<file path="config.mk">
export PLATFORM = sky130hd
export DESIGN_NAME = rcv_ctrl_flat
export DESIGN_NICKNAME = d
export VERILOG_FILES = /design/src/rtl/rcv_ctrl_if.sv /design/src/rtl/rcv_ctrl.sv /design/src/flat_wrapper.sv
export SDC_FILE = /design/constraint.sdc
export NUM_CORES = 1
export LEC_CHECK = 0
export CORE_AREA = 2 2 39 41
export CTS_BUF_LIST = sky130_fd_sc_hd__clkbuf_16
export DETAILED_ROUTE_END_ITERATION = 8
export DIE_AREA = 0 0 41 43
export DONT_BUFFER_PORTS = 1
export PLACE_DENSITY = 0.69
export SKIP_CTS_REPAIR_TIMING = 1
export SYNTH_ARGS = -nofsm -noshare
export SYNTH_HDL_FRONTEND = slang
export SYNTH_SLANG_ARGS = --single-unit
</file>
<file path="constraint.sdc">
create_clock -name clk -period 2.7 [get_ports clk]
set_input_delay 0.54 -clock clk [delete_from_list [all_inputs] [get_ports clk]]
set_output_delay 0.54 -clock clk [all_outputs]
set_load 0.01 [all_outputs]
</file>
<file path="src/rtl/rcv_ctrl_if.sv">
// Bus bundle between the USB receive front end (bit sampler, shift register)
// and the receive control FSM.
interface rcv_ctrl_if;
  logic       d_edge;
  logic       eop;
  logic       shift_enable;
  logic [7:0] rcv_data;
  logic       rcving;
  logic       w_enable;
  logic       r_error;

  modport master (
    output d_edge, eop, shift_enable, rcv_data,
    input  rcving, w_enable, r_error
  );

  modport slave (
    input  d_edge, eop, shift_enable, rcv_data,
    output rcving, w_enable, r_error
  );
endinterface

</file>
<file path="src/rtl/rcv_ctrl.sv">
// USB-style receive control FSM: sync check, byte framing, FIFO write strobe, EOP/error tracking.
// Optional feature macro RCV_CTRL_BYTE_CNT_EN adds a saturating per-packet byte counter output.
module rcv_ctrl #(
  parameter logic [7:0] SYNC_BYTE = 8'h80
) (
  input  logic       clk,
  input  logic       rst,
  rcv_ctrl_if.slave  bus
`ifdef RCV_CTRL_BYTE_CNT_EN
  ,
  output logic [7:0] byte_cnt
`endif
);

  typedef enum logic [3:0] {
    IDLE,
    SYNC_RCV,
    CHK_SYNC,
    RCV_BYTE,
    STORE,
    EOP_DONE,
    ERR_WAIT,
    ERR_EOP,
    EIDLE
  } state_t;

  state_t     state;
  state_t     next_state;
  logic [2:0] bit_cnt;
  logic       sync_entry;
  logic       bit_shift;

  // NOTE: every variable assigned in always_comb gets a default first, so no latch can be inferred.
  always_comb begin
    next_state = state;
    case (state)
      IDLE:     if (bus.d_edge) next_state = SYNC_RCV;
      SYNC_RCV: begin
        if (bus.shift_enable) begin
          if (bus.eop)               next_state = ERR_EOP;
          else if (bit_cnt == 3'd7)  next_state = CHK_SYNC;
        end
      end
      CHK_SYNC: next_state = (bus.rcv_data == SYNC_BYTE) ? RCV_BYTE : ERR_WAIT;
      RCV_BYTE: begin
        // eop outranks byte completion: a byte cut short by EOP is never stored
        if (bus.shift_enable) begin
          if (bus.eop)               next_state = (bit_cnt == 3'd0) ? EOP_DONE : ERR_EOP;
          else if (bit_cnt == 3'd7)  next_state = STORE;
        end
      end
      STORE:    next_state = RCV_BYTE;
      EOP_DONE: if (bus.d_edge) next_state = IDLE;
      ERR_WAIT: if (bus.shift_enable && bus.eop) next_state = ERR_EOP;
      ERR_EOP:  if (bus.d_edge) next_state = EIDLE;
      EIDLE:    if (bus.d_edge) next_state = SYNC_RCV;
      default:  next_state = IDLE;
    endcase
  end

  assign sync_entry = (next_state == SYNC_RCV) && (state != SYNC_RCV);
  assign bit_shift  = bus.shift_enable && ((state == SYNC_RCV) || (state == RCV_BYTE));

  // NOTE: outputs are decoded from next_state and registered, so they are
  // glitch-free flops that still equal the Moore decode of the current state.
  always_ff @(posedge clk) begin
    if (rst) begin
      state        <= IDLE;
      bit_cnt      <= 3'd0;
      bus.rcving   <= 1'b0;
      bus.w_enable <= 1'b0;
      bus.r_error  <= 1'b0;
    end else begin
      state <= next_state;
      if (sync_entry)
        bit_cnt <= 3'd0;
      else if (bit_shift)
        bit_cnt <= bit_cnt + 3'd1;
      bus.rcving   <= (next_state inside {SYNC_RCV, CHK_SYNC, RCV_BYTE, STORE,
                                          EOP_DONE, ERR_WAIT, ERR_EOP});
      bus.w_enable <= (next_state == STORE);
      bus.r_error  <= (next_state inside {ERR_WAIT, ERR_EOP, EIDLE});
    end
  end

`ifdef RCV_CTRL_BYTE_CNT_EN
  // Counts stored bytes of the current packet; held after EOP until the next packet.
  always_ff @(posedge clk) begin
    if (rst)
      byte_cnt <= 8'd0;
    else if (sync_entry)
      byte_cnt <= 8'd0;
    else if (bus.w_enable && (byte_cnt != 8'hFF))
      byte_cnt <= byte_cnt + 8'd1;
  end
`endif

endmodule

</file>
<file path="src/flat_wrapper.sv">
// flat-port wrapper written by rule: the top's interface ports become plain ports
module rcv_ctrl_flat 
#(
  parameter logic [7:0] SYNC_BYTE = 8'h80
)
  (clk, rst, bus_d_edge, bus_eop, bus_shift_enable, bus_rcv_data, bus_rcving, bus_w_enable, bus_r_error);
  rcv_ctrl_if bus_i ();
  input  logic clk;
  input  logic rst;
  input wire logic [$bits(bus_i.d_edge)-1:0] bus_d_edge;
  input wire logic [$bits(bus_i.eop)-1:0] bus_eop;
  input wire logic [$bits(bus_i.shift_enable)-1:0] bus_shift_enable;
  input wire logic [$bits(bus_i.rcv_data)-1:0] bus_rcv_data;
  output wire logic [$bits(bus_i.rcving)-1:0] bus_rcving;
  output wire logic [$bits(bus_i.w_enable)-1:0] bus_w_enable;
  output wire logic [$bits(bus_i.r_error)-1:0] bus_r_error;
  assign bus_i.d_edge = bus_d_edge;
  assign bus_i.eop = bus_eop;
  assign bus_i.shift_enable = bus_shift_enable;
  assign bus_i.rcv_data = bus_rcv_data;
  assign bus_rcving = bus_i.rcving;
  assign bus_w_enable = bus_i.w_enable;
  assign bus_r_error = bus_i.r_error;
  rcv_ctrl #(.SYNC_BYTE(SYNC_BYTE)) u_core (.clk(clk), .rst(rst), .bus(bus_i));
endmodule
</file>
==> flow_summary.json <==
{
  "hold_depth": 1,
  "p_leak_nw": 0.2608,
  "yosys_warnings": 0,
  "max-cap-violations": 0,
  "synth_flop_cell": "dfxtp_1",
  "cp-start-kind": "flop",
  "post-route-min-period_ns": 1.769,
  "wl_mm": 1.204,
  "yosysSeqAreaShare_pct": 31.87,
  "yosys.cell_types.count": 31,
  "cts_max_path_buffers": 2,
  "cp.arrival_ns": 1.90,
  "synth_area_per_cell_um2": 8.973,
  "final_cell_mix": "dfxtp_1, nand2_1, nor2_1, inv_1, o21ai_0",
  "fin_crit_sh_pct": 65.52,
  "fin_ws_ns": 0.9310,
  "swShare_pct": 25.00,
  "place_ws_ns": 0.9370,
  "irDropWorstVdd_uv": 595.8,
  "synth_edf_count": 0,
  "clock_skew_ns": 0.004567,
  "final_nets": 89,
  "worst_pin_slew_ns": 0.4193,
  "cts_made_buffers": 3,
  "synthCells": 70,
  "synthToLayoutAreaGrowth_pct": 12.15,
  "diodes": 0,
  "drv_slew": 0,
  "via_per_inst": 5.750,
  "clk_pin_slew_ns": 0.04,
  "netlist_area_um2": 628.1,
  "status": "completed",
  "clock-sinks": 10,
  "drt-initial-drc-count": 9,
  "cp.required_ns": 2.83,
  "core_area_mm2": 0.001384,
  "portBuffers": 0,
  "ios": 16,
  "tritoncts": "done",
  "clkPwrFrac_pct": 49.0,
  "power.density_mw_per_mm2": 754.5,
  "vias": 506,
  "grt_pass1_vias": 470,
  "grt_use_total_pct": 16.18,
  "setup_viol": 0,
  "mostFrequentLayoutCell": "dfxtp_1",
  "holdCritPathClass": "in2reg",
  "dieArea_mm2": 0.001763,
  "gp_routability_congestion": 0.7565,
  "hpwl_um": 880.5,
  "grt_pass1_wl_mm": 1.904,
  "synth_seq_cells": 10,
  "layout-drive-gt1-share_pct": 15.28,
  "drtPass1Iterations": 4,
  "rsz0062_at_grt": "no",
  "syn_nets": 86,
  "postRouteAntennaNets": 0,
  "finalHoldViolCount": 0,
  "die_h_um": 43,
  "fmax_mhz": 565.3,
  "grt_max_degree": 11,
  "grt.overflow.total": 0,
  "clock_latency_ns": 0.24,
  "rr_worst_depth": 6,
  "synthArstFlopShare_pct": 0,
  "combPwrFrac_pct": 15.8,
  "slew_headroom_pct": 72.05,
  "fin_tns_setup_ns": 0,
  "intPower_mw": 0.3986,
  "seq_power_share_pct": 35.3,
  "rows": 14,
  "htreeDepth": 1,
  "die_w_um": 41,
  "antenna_found_initial": 0,
  "start_util_pct": 45.39,
  "worstPathMaxFanout": 4,
  "cts_root_buffer": "clkbuf_16",
  "detail_route.wl_per_cell_um": 13.68,
  "crit_path_end_kind": "flop",
  "switching_power_mw": 0.1329,
  "drc": 0,
  "criticalPathCategory": "reg2reg"
}
cells in the mapped netlist, types with 2 or more instances:
master     n  area (um2)
a21oi_1    3       15.01
buf_6      2       22.52
dfxtp_1   10       200.2
ha_1       3       37.54
inv_1      5       18.77
mux2i_1    3       30.03
nand2_1    7       26.28
nand2b_1   3       18.77
nor2_1     7       26.28
nor2b_1    2       12.51
nor3_2     2       20.02
o21ai_0    4       20.02
state kept, by name, indices dropped and copies added, names as in the netlist:
signal,flops
u_core.state,4
u_core.bit_cnt,3
u_core.bus.r_error,1
u_core.bus.w_enable,1
u_core.bus.rcving,1
per-stage QoR:
| stage | hold slack, ns | instance area [um2] | utilization, % | power, mW | cells |
|---|---|---|---|---|---|
| 4_1_cts | 0.3667 | 704.4 | 50.90 | 0.5360 | 88 |
| 6_report | 0.3677 | 704.4 | 50.90 | 0.5315 | 88 |
| 2_1_floorplan | 0.4794 | 628.1 | - | 0.2658 | 70 |
| 3_5_place_dp | 0.5298 | 625.6 | 45.21 | 0.2728 | 84 |
| 3_3_place_gp | 0.5238 | 625.6 | 45.21 | 0.2730 | 84 |
| 5_1_grt | 0.3693 | 704.4 | 50.90 | 0.5566 | 88 |
worst max-delay path, cell delays in order, from the launching register on:
cell and delay [ns]:
dfxtp_1 0.32, ha_1 0.20, ha_1 0.23, a21o_2 0.21, a222oi_1 0.41, nor2_1 0.10
and3_1 0.19
layout make-up:
class / count / area, um2
Clock buffer: 3 / 75.07
Fill cell: 127 / 679.4
Multi-Input combinational cell: 53 / 386.6
Tap cell: 16 / 20.02
Clock inverter: 1 / 3.754
Inverter: 5 / 18.77
Sequential cell: 10 / 200.2
worst paths after layout:
path                     startpoint             endpoint  slack (ns)
hold reg to reg   u_core.bit_cnt[2]    u_core.bit_cnt[2]        0.53
setup reg to reg  u_core.bit_cnt[0]  u_core.bus.w_enable        0.93
setup / recovery  u_core.bit_cnt[0]  u_core.bus.w_enable        0.93
hold / removal                  rst   u_core.bus.r_error        0.37
per-layer routing:
| metal | routed length [um] | track usage (%) |
|---|---|---|
| met1 | 483 | 17.43 |
| met5 | 0 | 0 |
| met3 | 77 | 6.283 |
| met4 | 17 | 6.000 |
| met2 | 627 | 26.88 |
logic make-up after synthesis:
| logic type | Yosys count | share of synthesized area (%) |
|---|---|---|
| and+or+nand+nor | 31 | 32.27 |
| AOI/OAI and AO/OA | 15 | 17.13 |
| DFF | 10 | 31.87 |
| buffers and inverters | 7 | 6.574 |
| muxes | 3 | 4.781 |
| adders and majority gates | 3 | 5.977 |
| xor gates and xnor gates | 1 | 1.395 |
power groups by stage:
stage / Combinational, mW / Clock (mW) / Sequential, mW
final: 0.0837 / 0.260 / 0.187
after global routing: 0.0952 / 0.272 / 0.190
after CTS: 0.0836 / 0.265 / 0.187
after detailed placement: 0.0831 / 0 / 0.190
after global placement: 0.0831 / 0 / 0.190
after floorplan: 0.0896 / 0 / 0.176
Power figures use the tool's default switching activity.
